--- src/rtl/cache_arbiter.sv ---
// cache_arbiter
// Shares the single burst-memory port between the instruction cache and the
// data cache. One cache-line transaction is in flight at a time. The granted
// client's address/data/op are captured on grant and held until memory
// answers, and the memory response is steered only to the granted client.
//
// Ports:
//   clk, rst                      clock and asynchronous active-high reset
//   i_mem_read, i_mem_address     icache line-fill request
//   i_mem_rdata, i_mem_resp       icache response (data is shared, resp is qualified)
//   d_mem_read, d_mem_write       dcache fill / write-back request
//   d_mem_address, d_mem_wdata    dcache address and write-back line
//   d_mem_rdata, d_mem_resp       dcache response
//   mem_read, mem_write           strobes toward physical memory
//   mem_address, mem_wdata        registered address/line toward physical memory
//   mem_rdata, mem_resp           response from physical memory

module cache_arbiter #(
    parameter int LINE_W       = 256,
    parameter int ADDR_W       = 32,
    parameter int MAX_D_CONSEC = 4
) (
    input  logic              clk,
    input  logic              rst,

    input  logic              i_mem_read,
    input  logic [ADDR_W-1:0] i_mem_address,
    output logic [LINE_W-1:0] i_mem_rdata,
    output logic              i_mem_resp,

    input  logic              d_mem_read,
    input  logic              d_mem_write,
    input  logic [ADDR_W-1:0] d_mem_address,
    input  logic [LINE_W-1:0] d_mem_wdata,
    output logic [LINE_W-1:0] d_mem_rdata,
    output logic              d_mem_resp,

    output logic              mem_read,
    output logic              mem_write,
    output logic [ADDR_W-1:0] mem_address,
    output logic [LINE_W-1:0] mem_wdata,
    input  logic [LINE_W-1:0] mem_rdata,
    input  logic              mem_resp
);

    localparam int CNT_W = $clog2(MAX_D_CONSEC + 1);
    localparam logic [CNT_W-1:0] CNT_MAX = CNT_W'(MAX_D_CONSEC);

    typedef enum logic [1:0] {
        IDLE,
        SERVE_I,
        SERVE_D,
        RELEASE
    } state_e;

    state_e            state_q, state_d;
    logic [CNT_W-1:0]  dcnt_q, dcnt_d;
    logic [ADDR_W-1:0] addr_q, addr_d;
    logic [LINE_W-1:0] wdata_q, wdata_d;
    logic              opWrite_q, opWrite_d;

    logic dReq;
    logic grantD;
    logic grantI;

    // Grant decision. The dcache normally wins, but once it has taken
    // MAX_D_CONSEC grants in a row while the icache was waiting, the icache
    // is forced in. With the icache idle the dcache always wins.
    always_comb begin
        dReq   = d_mem_read | d_mem_write;
        grantD = dReq & ((dcnt_q < CNT_MAX) | ~i_mem_read);
        grantI = ~grantD & i_mem_read;
    end

    // State register plus the transaction capture registers. Address, data
    // and op are only reloaded from IDLE, so they stay frozen for the whole
    // transaction even if the client changes its inputs.
    always_ff @(posedge clk or posedge rst) begin
        if (rst) begin
            state_q   <= IDLE;
            dcnt_q    <= '0;
            addr_q    <= '0;
            wdata_q   <= '0;
            opWrite_q <= 1'b0;
        end else begin
            state_q   <= state_d;
            dcnt_q    <= dcnt_d;
            addr_q    <= addr_d;
            wdata_q   <= wdata_d;
            opWrite_q <= opWrite_d;
        end
    end

    // Next-state, strobe and response decode. Strobes and responses are
    // decoded from the state register so an async reset drops them at once,
    // and a mem_resp arriving outside SERVE_x has no effect.
    always_comb begin
        state_d    = state_q;
        dcnt_d     = dcnt_q;
        addr_d     = addr_q;
        wdata_d    = wdata_q;
        opWrite_d  = opWrite_q;
        mem_read   = 1'b0;
        mem_write  = 1'b0;
        i_mem_resp = 1'b0;
        d_mem_resp = 1'b0;

        case (state_q)
            IDLE: begin
                if (grantD) begin
                    state_d   = SERVE_D;
                    addr_d    = d_mem_address;
                    wdata_d   = d_mem_wdata;
                    // A write-back takes priority if both dcache strobes are up.
                    opWrite_d = d_mem_write;
                    if (i_mem_read) begin
                        dcnt_d = (dcnt_q == CNT_MAX) ? dcnt_q : dcnt_q + CNT_W'(1);
                    end else begin
                        dcnt_d = '0;
                    end
                end else if (grantI) begin
                    state_d   = SERVE_I;
                    addr_d    = i_mem_address;
                    opWrite_d = 1'b0;
                    dcnt_d    = '0;
                end
            end
            SERVE_I: begin
                mem_read   = 1'b1;
                i_mem_resp = mem_resp;
                if (mem_resp) begin
                    state_d = RELEASE;
                end
            end
            SERVE_D: begin
                mem_read   = ~opWrite_q;
                mem_write  = opWrite_q;
                d_mem_resp = mem_resp;
                if (mem_resp) begin
                    state_d = RELEASE;
                end
            end
            RELEASE: begin
                // One dead cycle so the client can drop its request before
                // the arbiter looks at it again.
                state_d = IDLE;
            end
            default: begin
                state_d = IDLE;
            end
        endcase
    end

    // Read data goes to both clients unqualified; each samples it on its resp.
    assign mem_address = addr_q;
    assign mem_wdata   = wdata_q;
    assign i_mem_rdata = mem_rdata;
    assign d_mem_rdata = mem_rdata;

endmodule

--- config.mk ---
export PLATFORM = sky130hd
export DESIGN_NAME = cache_arbiter
export DESIGN_NICKNAME = d
export VERILOG_FILES = /design/src/rtl/cache_arbiter.sv
export SDC_FILE = /design/constraint.sdc
export NUM_CORES = 1
export LEC_CHECK = 0
export CORE_AREA = 5 5 540 542
export CTS_BUF_LIST = sky130_fd_sc_hd__clkbuf_8 sky130_fd_sc_hd__clkbuf_16
export DETAILED_ROUTE_END_ITERATION = 10
export DIE_AREA = 0 0 545 547
export GPL_TIMING_DRIVEN = 0
export PLACE_DENSITY = 0.31
export SYNTH_ARGS = -nofsm -noshare
export SYNTH_HDL_FRONTEND = slang
export SYNTH_SLANG_ARGS = --single-unit
--- constraint.sdc ---
create_clock -name clk -period 9.5 [get_ports clk]
set_clock_uncertainty 0.2 [all_clocks]
set_input_delay 0.95 -clock clk [delete_from_list [all_inputs] [get_ports clk]]
set_output_delay 0.95 -clock clk [all_outputs]
set_load 0.005 [all_outputs]
# Yosys cells after proc, flatten, opt, wreduce, memory -nomap -nowiden
# Cells that the tools add are included.
# Widths: inputs -> output; s select.
dict set report totals {
  register_bits 294
  wordCells 44
}
dict set report classes {
  addsub 1
  n_eq_ne 7
  n_lt_le_gt_ge 1
  mux 16
  bitwise 7
  n_reduce_logical 7
}
# op n
set ops {}
lappend ops {{$mux 32} 2}
lappend ops {{$mux 3} 4}
lappend ops {{$mux 2} 3}
lappend ops {{$ne 3x3->1 const B} 2}
lappend ops {{$pmux 2 s3} 1}
lappend ops {{$reduce_and 2->1} 3}
lappend ops {{$mux 1} 5}
lappend ops {{$eq 2x2->1 const B} 2}
lappend ops {{$add 3x1->3 const B} 1}
lappend ops {{$eq 3x3->1 const B} 1}
lappend ops {{$lt 3x3->1 const B} 1}
lappend ops {{$not 1->1} 3}
lappend ops {{$reduce_and 3->1} 1}
lappend ops {{$and 1x1->1} 2}
lappend ops {{$eq 2x1->1 const B} 1}
lappend ops {{$logic_not 2->1} 1}
lappend ops {{$ne 2x1->1 const B} 1}
lappend ops {{$or 1x1->1} 2}
lappend ops {{$pmux 1 s2} 1}
lappend ops {{$reduce_bool 2->1} 1}
lappend ops {{$reduce_or 2->1} 1}

# Logic depth before layout (Yosys ltp)
dict set report logic_depth {
  ltp_word 8
  mapped_depth 7
  mapped_depth_nobuf 5
}

# Worst setup path before layout
# No wires, ideal clock.
dict set report synth_path {
  kind {input to register}
  startpoint {in i_mem_read}
  endpoint {reg wdata_q[92], in the netlist mem_wdata[92]}
  stages 5
  setup_ns 0.125
  path_buffers 3
  t_arrival_ns 1.952
  slack_ns 7.223
  cell_sequence {buf_2 -> a21oi_4 -> buf_4 -> buf_4 -> mux2_2}
}
dict set report synth_between {
  elab_chain_cells 4
}
# item line
set synth_lines {}
lappend synth_lines {{start, declared} 26} ;# input logic i_mem_read,
lappend synth_lines {{$not 1->1} 71} ;# grantD = dReq & ((dcnt_q < CNT_MAX) | ~i_mem_read);
lappend synth_lines {{$or 1x1->1} 71}
lappend synth_lines {{$and 1x1->1} 71}
lappend synth_lines {{$reduce_and 2->1 (no line)} n/a}
lappend synth_lines {{end signal, assigned} 89} ;# wdata_q <= wdata_d;
lappend synth_lines {{end, declared} 59} ;# logic [LINE_W-1:0] wdata_q, wdata_d;
# No other way between the ends.
# A chain may end at the register's enable or synchronous reset.

# Worst setup path after layout
dict set report layout_path {
  startpoint {in mem_resp}
  endpoint {out i_mem_resp}
}
dict set report layout_between {
  elab_chain_cells 1
}
# item line
set layout_lines {}
lappend layout_lines {{start, declared} 43} ;# input logic mem_resp
lappend layout_lines {{$mux 1} 108} ;# case (state_q)
lappend layout_lines {{end, declared} 29} ;# output logic i_mem_resp,
# No other way between the ends.

==> results.sh <==
export IMPL_status="completed"
export IMPL_drive_gt1_frac=0.3627
export IMPL_final_util=0.1152
export IMPL_crit_arrival_ns=2.33
export IMPL_netlist_area_um2=15220
export IMPL_cts_hold_buffers_added=0
export IMPL_slowest_delay_ns=0.58
export IMPL_synth_fp_nets=1820
export IMPL_first_iter_violations=472
export IMPL_start_util=0.05314
export IMPL_power_density_nw_per_um2=255.6
export IMPL_grt_pass1_vias=14220
export IMPL_port_buffers=1128
export IMPL_gp_congestion=0.8023
export IMPL_cts_resized=0
export IMPL_hp_start="mem_address[14]$_DFFE_PP0P_"
export IMPL_grt_max_degree=102
export IMPL_finalSetupViolations=0
export IMPL_rr_worst_depth=7
export IMPL_cp_max_fo=3
export IMPL_die_y_um=547
export IMPL_critPathCapture="i_mem_resp"
export IMPL_core_area_um2=286400
export IMPL_postSynthAreaPerCell_um2=12.35
export IMPL_finalWirelength_um=146000
export IMPL_root_buffer="clkbuf_16"
export IMPL_final_common_cell="clkdlybuf4s50_1"
export IMPL_min_path_type="reg2reg"
export IMPL_clk_pin_slew_ns=0.06
export IMPL_ys_warn_count=0
export IMPL_critPathLaunch="mem_resp"
export IMPL_ys_types=22
export IMPL_cts_tree="yes"
export IMPL_rsz0062_at_grt="false"
export IMPL_wl_per_cell_um=23.31
export IMPL_reg2reg_from="state_q[0]$_DFFE_PP0P_"
export IMPL_drt_pre_antenna_iters=4
export IMPL_final_setup_tns_ns=0
export IMPL_syn_inst=1232
export IMPL_antenna_found_initial=76
export IMPL_drv_cap=0
export IMPL_grt_pass1_wl_um=174300
export IMPL_clock_sinks=294
export IMPL_yosys_area_top_type_share=0.4834
export IMPL_ir_worst_vdd_v=0.0001564
export IMPL_final_antenna_net_count=0
export IMPL_htreeDepth=2
export IMPL_dieArea_um2=298100
export IMPL_cpMaxStageDelayCell="clkdlybuf4s50_1"
export IMPL_period_minus_slack_ns=3.484
export IMPL_worstReg2RegEnd="mem_wdata[195]$_DFFE_PP0P_"
export IMPL_fillers=32760
export IMPL_hpwl_um=131400
export IMPL_cp_depth=3
export IMPL_r2r_slack_ns=6.64
export IMPL_fin_crit_sh=0.3667
export IMPL_worst_skew_pair_late_latency_ns=0.65
export IMPL_drc=0
export IMPL_area_growth_pct=116.8
export IMPL_yosysTopAreaCell="dfrtp_1"
export IMPL_cp_cell_sequence="clkdlybuf4s50_1 -> and2_1 -> clkdlybuf4s50_1"
export IMPL_relSlewSlack=0.3410
export IMPL_path_class="in2out"
export IMPL_p_leak_uw=0.01271
export IMPL_ioPinCount=1386
export IMPL_ys_top_cells_by_area="dfrtp_1 48%, buf_4 27%, mux2_2 19%, mux2i_1 2.3%, o21ai_0 1.1%"
export IMPL_cts_setup_buffers=0
export IMPL_crit_family="buffers and inverters"
export IMPL_die_w_um=545
export IMPL_finalHoldViolations=0
export IMPL_grt_util_all_layers=0.09261
export IMPL_cts_buffer_depth=3
export IMPL_final_nets=2999
export IMPL_yosys_register_bits=294
export IMPL_numCtsBuffers=46
export IMPL_viasPerCell=2.159
export IMPL_cp_data_required_time_ns=8.35
export IMPL_slew_viol_final=0
export IMPL_critical_path_buf_inv_count=2
export IMPL_clock_fmax_mhz=287.0
export IMPL_yosysSeqAreaShare=0.4834
export IMPL_max_slew_worst_pin_slew_ns=0.9885
export IMPL_final_cell_mix="1128 x clkdlybuf4s50_1, 539 x buf_4, 294 x dfrtp_1, 257 x mux2_2, 46 x clkbuf_16"
export IMPL_via_count=13520
export IMPL_grt_overflow=0
export IMPL_cp_common_cell="clkdlybuf4s50_1"
export IMPL_row_count=197
export IMPL_critPathLaunchType="input pin"
export IMPL_cp_end_kind="output pin"
-- state kept, by name (all words and copies together), names as in the netlist --
| name | flops |
|---|---|
| opWrite_q | 1 |
| dcnt_q | 3 |
| mem_address | 32 |
| mem_wdata | 256 |
| state_q | 2 |
-- synthesized netlist by cell type --
master,instances
and2_1,4
a31o_2,1
nand2_1,34
ha_1,6
o2bb2ai_2,1
clkbuf_1,3
a22o_1,1
dfrtp_1,294
o21ai_0,32
a21oi_1,1
mux2_2,257
buf_4,539
buf_2,9
o31ai_1,2
a32o_1,1
inv_1,7
mux2i_1,35
nor2_1,1
a2bb2oi_1,1
nor3_1,1
o21ai_1,1
a21oi_4,1
-- tightest hold or removal path, delay by kind of cell, from the launching register on --
kind,cells,cell delay [ns]
flops,1,0.34
simple gates,1,0.04
compound gates,1,0.06
-- logic make-up after synthesis --
| kind of cell | share of synthesized area |
|---|---|
| AOI/OAI and AO/OA | 0.01661 |
| adders and majority gates | 0.004932 |
| buffers and inverters | 0.2713 |
| DFF | 0.4834 |
| muxes | 0.2132 |
| and+or+nand+nor | 0.01060 |
-- metrics by stage --
step           power (uW)  cells  hold slack [ns]  worst slack (ns)  area, um^2
2_1_floorplan        3510   1232           0.2714            0.2309       15220
6_report             8434   6263           0.2787             6.016       33000
3_5_place_dp         6771   6144           0.2691             5.658       31330
4_1_cts              8752   6224           0.2826             5.991       32900
3_3_place_gp         6799   6141           0.2636            -6.370       31240
5_1_grt              9069   6240           0.3168             5.994       32940
-- layout make-up --
class | count | area [um^2] | share of cell area
clock buffers | 56 | 1289 | 0.03905
diodes | 39 | 97.59 | 0.002957
well taps | 3781 | 4731 | 0.1434
clock inverters | 24 | 281.5 | 0.008531
inverters | 7 | 33.78 | 0.001024
flip-flops and latches | 294 | 7357 | 0.2229
plain buffers | 551 | 4103 | 0.1243
repair buffers | 1131 | 11370 | 0.3447
multi-input cells | 380 | 3734 | 0.1131
-- how the worst min path moves through the flow --
stage,to,cells past startpoint
CTS,mem_address[30]$_DFFE_PP0P_,2
global placement,mem_address[19]$_DFFE_PP0P_,2
floorplan,mem_address[0]$_DFFE_PP0P_,2
finish,mem_address[14]$_DFFE_PP0P_,2
detailed placement,mem_address[30]$_DFFE_PP0P_,2
global route,mem_address[22]$_DFFE_PP0P_,2
-- where the power goes --
| group | switching, uW | leakage, uW | total, uW | internal [uW] |
|---|---|---|---|---|
| Combinational | 2060 | 0.00842 | 4260 | 2200 |
| Sequential | 429 | 0.00349 | 2330 | 1900 |
| Clock | 751 | 0.000799 | 1850 | 1100 |
| Total | 3240 | 0.0127 | 8430 | 5200 |
-- routing by layer --
| layer | share of wire | vias up | track usage | wire length, um |
|---|---|---|---|---|
| met2 | 0.45 | 954 | 0.1495 | 66200 |
| met4 | 0.030 | 8 | 0.02978 | 4424 |
| met5 | 0.00034 | - | 0.003367 | 49 |
| met1 | 0.35 | 6418 | 0.09369 | 50630 |
| li1 | - | 5968 | - | - |
| met3 | 0.17 | 175 | 0.06657 | 24710 |
No activity file was read; power rests on OpenSTA's default activity.
